File: config.mk
export PLATFORM = sky130hd
export DESIGN_NAME = uart_tx_fifo_flat
export DESIGN_NICKNAME = d
export VERILOG_FILES = /design/src/rtl/uart_tx_fifo_if.sv /design/src/rtl/uart_tx_fifo.sv /design/src/flat_wrapper.sv
export SDC_FILE = /design/constraint.sdc
export NUM_CORES = 1
export LEC_CHECK = 0
export ABC_AREA = 1
export CAP_MARGIN = 20
export CORE_MARGIN = 4
export CORE_UTILIZATION = 53
export CTS_CLUSTER_SIZE = 40
export DETAILED_ROUTE_END_ITERATION = 8
export PLACE_DENSITY_LB_ADDON = 0.3
export SLEW_MARGIN = 30
export SYNTH_ARGS = -nofsm -noshare
export SYNTH_HDL_FRONTEND = slang
export SYNTH_SLANG_ARGS = --single-unit
File: constraint.sdc
create_clock -name CLK -period 2.45 [get_ports CLK]
set_clock_uncertainty 0.15 [all_clocks]
set_input_delay 0.49 -clock CLK [delete_from_list [all_inputs] [get_ports CLK]]
set_output_delay 0.49 -clock CLK [all_outputs]
set_load 0.02 [all_outputs]
File: src/rtl/uart_tx_fifo_if.sv
// uart_tx_fifo_if: byte valid/ready handshake feeding the UART transmit FIFO.
interface uart_tx_fifo_if;
  logic [7:0] DATA;
  logic       VALID;
  logic       READY;

  modport master (
    output DATA,
    output VALID,
    input  READY
  );

  modport slave (
    input  DATA,
    input  VALID,
    output READY
  );
endinterface

File: src/rtl/uart_tx_fifo.sv
// uart_tx_fifo: buffered 8N1 UART transmitter, bytes queued in a small FIFO.
// Define UART_TX_PARITY_EN to append an even-parity bit (11-bit frame).
module uart_tx_fifo #(
  parameter int CLKS_PER_BIT = 400,
  parameter int FIFO_AW      = 2
) (
  input  logic             CLK,
  input  logic             RST,
  uart_tx_fifo_if.slave    bus_if,
  output logic             TX,
  output logic             BUSY,
  output logic [FIFO_AW:0] COUNT
);

  localparam int DEPTH = 1 << FIFO_AW;
  localparam int CW    = $clog2(CLKS_PER_BIT);
  localparam logic [CW-1:0] CNT_LAST =
    CW'(CLKS_PER_BIT - 1);

  typedef enum logic [2:0] {
    S_IDLE,
    S_START,
    S_DATA,
`ifdef UART_TX_PARITY_EN
    S_PARITY,
`endif
    S_STOP
  } state_e;

  logic [7:0]       mem_q [DEPTH];
  logic [FIFO_AW:0] wr_ptr_q, wr_ptr_d;
  logic [FIFO_AW:0] rd_ptr_q, rd_ptr_d;
  logic             ready_q;
  logic             tx_q, tx_d;
  logic             busy_q;
  state_e           state_q, state_d;
  logic [CW-1:0]    cnt_q, cnt_d;
  logic [2:0]       bit_q, bit_d;
  logic [7:0]       shift_q, shift_d;
  logic             push, pop;
  logic             empty, full_d, last;

  assign empty = (wr_ptr_q == rd_ptr_q);
  assign push  = bus_if.VALID && ready_q;
  assign last  = (cnt_q == CNT_LAST);

  assign wr_ptr_d = wr_ptr_q
    + {{FIFO_AW{1'b0}}, push};
  assign rd_ptr_d = rd_ptr_q
    + {{FIFO_AW{1'b0}}, pop};

  // READY is registered, so it is derived from next-state pointers
  assign full_d =
    (wr_ptr_d[FIFO_AW] != rd_ptr_d[FIFO_AW]) &&
    (wr_ptr_d[FIFO_AW-1:0] == rd_ptr_d[FIFO_AW-1:0]);

  always_comb begin
    state_d = state_q;
    cnt_d   = last ? '0 : cnt_q + CW'(1);
    bit_d   = bit_q;
    shift_d = shift_q;
    pop     = 1'b0;
    unique case (state_q)
      S_IDLE: begin
        cnt_d = '0;
        if (!empty) begin
          pop     = 1'b1;
          state_d = S_START;
        end
      end
      S_START: begin
        if (last) begin
          state_d = S_DATA;
          bit_d   = '0;
        end
      end
      S_DATA: begin
        if (last) begin
          bit_d = bit_q + 3'd1;
          if (bit_q == 3'd7) begin
`ifdef UART_TX_PARITY_EN
            state_d = S_PARITY;
`else
            state_d = S_STOP;
`endif
          end
        end
      end
`ifdef UART_TX_PARITY_EN
      S_PARITY: begin
        if (last) state_d = S_STOP;
      end
`endif
      S_STOP: begin
        if (last) begin
          if (!empty) begin
            pop     = 1'b1;
            state_d = S_START;
          end else begin
            state_d = S_IDLE;
          end
        end
      end
      default: state_d = S_IDLE;
    endcase
    if (pop) shift_d = mem_q[rd_ptr_q[FIFO_AW-1:0]];
  end

  always_comb begin
    tx_d = 1'b1;
    unique case (state_d)
      S_START:  tx_d = 1'b0;
      S_DATA:   tx_d = shift_d[bit_d];
`ifdef UART_TX_PARITY_EN
      S_PARITY: tx_d = ^shift_d;
`endif
      default:  tx_d = 1'b1;
    endcase
  end

  always_ff @(posedge CLK) begin
    if (RST) begin
      wr_ptr_q <= '0;
      rd_ptr_q <= '0;
      ready_q  <= 1'b0;
      tx_q     <= 1'b1;
      busy_q   <= 1'b0;
      state_q  <= S_IDLE;
      cnt_q    <= '0;
      bit_q    <= '0;
      shift_q  <= '0;
    end else begin
      wr_ptr_q <= wr_ptr_d;
      rd_ptr_q <= rd_ptr_d;
      ready_q  <= !full_d;
      tx_q     <= tx_d;
      busy_q   <= (state_d != S_IDLE);
      state_q  <= state_d;
      cnt_q    <= cnt_d;
      bit_q    <= bit_d;
      shift_q  <= shift_d;
    end
  end

  always_ff @(posedge CLK) begin
    if (push) mem_q[wr_ptr_q[FIFO_AW-1:0]] <= bus_if.DATA;
  end

  assign bus_if.READY = ready_q;
  assign TX           = tx_q;
  assign BUSY         = busy_q;
  assign COUNT        = wr_ptr_q - rd_ptr_q;

endmodule
File: src/flat_wrapper.sv
// flat-port wrapper written by rule: the top's interface ports become plain ports
module uart_tx_fifo_flat 
#(
  parameter int CLKS_PER_BIT = 400,
  parameter int FIFO_AW      = 2
)
  (CLK, RST, TX, BUSY, COUNT, bus_if_DATA, bus_if_VALID, bus_if_READY);
  uart_tx_fifo_if bus_if_i ();
  input  logic CLK;
  input  logic RST;
  output logic TX;
  output logic BUSY;
  output logic [FIFO_AW:0] COUNT;
  input wire logic [$bits(bus_if_i.DATA)-1:0] bus_if_DATA;
  input wire logic [$bits(bus_if_i.VALID)-1:0] bus_if_VALID;
  output wire logic [$bits(bus_if_i.READY)-1:0] bus_if_READY;
  assign bus_if_i.DATA = bus_if_DATA;
  assign bus_if_i.VALID = bus_if_VALID;
  assign bus_if_READY = bus_if_i.READY;
  uart_tx_fifo #(.CLKS_PER_BIT(CLKS_PER_BIT), .FIFO_AW(FIFO_AW)) u_core (.CLK(CLK), .RST(RST), .bus_if(bus_if_i), .TX(TX), .BUSY(BUSY), .COUNT(COUNT));
endmodule
==> impl_metrics.ini, run 1 <==
[route]
route.vias.total = 2025
firstDrtPassIters = 4
viasPerCell = 4.95
totalWireLength_microns = 5120
ant_nets = 0
drcViolationCount = 0
routed_wirelength_normalized_by_instance_count_microns = 12.5
dr.first_iter.drc_count = 97

[timing]
relSlewSlack_pct = 64.2
transition_at_the_pin_with_the_smallest_max_transition_slack_ps = 532
clock.fmax_mhz = 421
timing.final.setup_violations = 0
final.hold.worst_slack_ps = 273
period_minus_slack_ps = 2370
timing.setup.tns_ps = 0
finalHoldViolations = 0
pins_over_slew_limit = 0
grt_setup_unrepaired = yes
final_min_period_over_clock_period_pct = 96.8

[yosys]
number_of_distinct_standard_cells_referenced_by_the_synthesized_netlist = 38
asyncSetResetFlopFracSynth_pct = 0
synth_flop_cell = sky130_fd_sc_hd__edfxtp_1
syn-mean-instance-area_sq_um = 9.56
synth.area.top_cells = sky130_fd_sc_hd__edfxtp_1, sky130_fd_sc_hd__dfxtp_1, sky130_fd_sc_hd__nor2_1
synth.ff_latch_count = 64
synthesis.area_sq_um = 2840
synth_top_cell_by_area = sky130_fd_sc_hd__edfxtp_1
synth-seq-area-share_pct = 56.4
number_of_instances_in_the_synthesized_netlist = 297
yosysWarningCount = 0
post-synth-top-area-fraction_pct = 33.8
edff_count_synth = 32
postSynthNetCount = 319

[clock_network]
cts_buffers = 9
insertion_delay_ps = 340
ctsHtreeMaxLevel = 3
holdBufCountCts = 0
cts_tree = yes
ctsRootBufferMaster = sky130_fd_sc_hd__clkbuf_8
cts.clk_slew.worst_paths_ps = 70
cts_buffer_depth = 2
clock_sinks = 64

[placed_design]
place.detailed.hpwl_microns = 3720
gp_congestion = 0.820
placement.io_buffers = 16

[power_and_ir_drop]
switching_share_pct = 26.3
power.clock.fraction_pct = 35.7
pwr-share-seq_pct = 48.0
power.net_switching_uw = 652
pwr-share-comb_pct = 16.3
power.ir.vdd_worst_uv = 622
power_per_cell_area_nw_per_um2 = 734
cellInternalPower_uw = 1820
p_leak_uw = 0.00132

[critical_path]
cp.arrival_ps = 1730
worst_ep_required_time_ps = 1810
cp-end-kind = primary output
critical_path.max_fanout = 3
timing_worst_setup_path_type = flop to primary output
start_kind = flop

[die]
floorplan.rows = 26
chipHeight_microns = 81.2
top_level_ports = 17
die_x_microns = 81.2
design.core.area_sq_um = 5140
floorplan.initialDensity_pct = 55.2
die_area_sq_um = 6590

[grt]
global_route_met3_utilization_pct = 6.98
grtUsageMet2_pct = 29.5
initial_antenna_violation_count = 0
grt_pass1_vias = 1936
overall_routing_resource_usage_pct = 17.7
first_pass_grt_wire_length_microns = 8560
grt_max_degree = 19
grt_most_used_layer = met2
grt_util_met1_pct = 20.9
global_route.overflow_total = 0

[layout]
layout_commonest_cell = sky130_fd_sc_hd__nor2_1
n_antenna_cell = 0
fraction_of_layout_instances_using_a_drive_strength_above_1_pct = 18.0
area_growth_from_synthesis_to_final_layout_pct = 18.8
final_cell_mix = sky130_fd_sc_hd__nor2_1, sky130_fd_sc_hd__nand2_1, sky130_fd_sc_hd__edfxtp_1, sky130_fd_sc_hd__dfxtp_1, sky130_fd_sc_hd__inv_1
final_net_count = 356

[hold_path]
hp-class = flop to flop

[job]
cap_viol_max_count = 0

[outcome]
outcome = finished clean
synthesized netlist by cell type, drive strengths merged, types with 3 or more instances:
cell and count:
nor3 8, edfxtp 32, nor2 48, nor3b 3
dfxtp 32, nand3 26, buf 4, xnor2 4
nand2 47, o21ai 20, clkbuf 3, inv 32
a21oi 15, ha 10
final timing paths:
path                            cells past startpoint  slack (ps)                from              end
worst max register to register                     16         170     u_core.cnt_q[0]        u_core.TX
worst max-delay path                                5          80  u_core.wr_ptr_q[0]         COUNT[2]
worst min register to register                      1         270     u_core.cnt_q[0]  u_core.cnt_q[0]
worst min-delay path                                1         270     u_core.cnt_q[0]  u_core.cnt_q[0]
per-stage QoR:
stage          setup slack [ps]  power [uW]  utilization [%]  instance area [sq um]  cells
4_1_cts                    49.3        2490             65.1                   3350    407
5_1_grt                   -12.7        2600             65.6                   3370    409
3_3_place_gp                101        1610             61.4                   3150    391
6_report                   77.4        2480             65.6                   3370    409
2_1_floorplan              34.7        1490                -                   2840    297
3_5_place_dp               9.47        1620             61.4                   3150    391
final cells by class:
type | count | area (sq um)
Clock buffer | 11 | 141
Clock inverter | 5 | 56.3
Fill cell | 434 | 1770
Inverter | 32 | 123
Multi-Input combinational cell | 194 | 1080
Sequential cell | 64 | 1600
Tap cell | 70 | 87.6
Timing Repair Buffer | 33 | 278
state kept, by name, summed over array words and instances (netlist names):
name and count:
u_core.mem_q 32, u_core.cnt_q 9, u_core.shift_q 8, u_core.bit_q 3
u_core.rd_ptr_q 3, u_core.state_q 3, u_core.wr_ptr_q 3, u_core.BUSY 1
u_core.TX 1, u_core.bus_if.READY 1
cell families (layout without fill, tap and decap cells):
| logic type | count (synthesis) | count (layout) | share of synthesized area, % |
|---|---|---|---|
| DFF | 64 | 64 | 56.4 |
| xor gates and xnor gates | 6 | 6 | 1.85 |
| and+or+nand+nor | 137 | 137 | 23.0 |
| AOI/OAI and AO/OA | 39 | 39 | 7.62 |
| adders and majority gates | 11 | 11 | 5.11 |
| other | 1 | 1 | 0.132 |
| buffers and inverters | 39 | 81 | 5.91 |
metal layers:
metal  wire (microns)  vias to the layer above
li1                 -                     1069
met1             2310                      919
met2             2500                       32
met3              255                        5
met4               55                        0
met5                0                        -
what timing repair did:
action / 4_1_cts / 5_1_grt
endpoints found under the setup margin: 2 / 3
gates resized for setup: 5 / 8
buffers inserted: 0 / 2
pin swaps: 0 / 3
power groups by stage:
stage	clock (uW)	combinational [uW]	sequential [uW]
after floorplan	0	273	1210
after global placement	0	401	1210
after detailed placement	0	409	1210
after CTS	901	404	1190
after global routing	957	454	1190
final	884	403	1190
critical path, stage by stage (launching register included):
cell and delay (ps):
sky130_fd_sc_hd__dfxtp_1 320, sky130_fd_sc_hd__inv_1 70, sky130_fd_sc_hd__ha_1 190, sky130_fd_sc_hd__fa_1 390, sky130_fd_sc_hd__xor2_1 220, sky130_fd_sc_hd__buf_2 200
Note: power is estimated with default switching activity, not from simulation.
==> inputs of run 2 (changes only) <==
Settings changed: CTS_CLUSTER_DIAMETER from default to 40.
==> results of run 2 <==
Final layout, timing and power as in run 1 (identical DEF).
==> inputs of run 3 (changes only) <==
Settings changed: SLEW_MARGIN 30 to default.
==> results of run 3 <==
Final layout, timing and power as in run 1 (identical DEF).
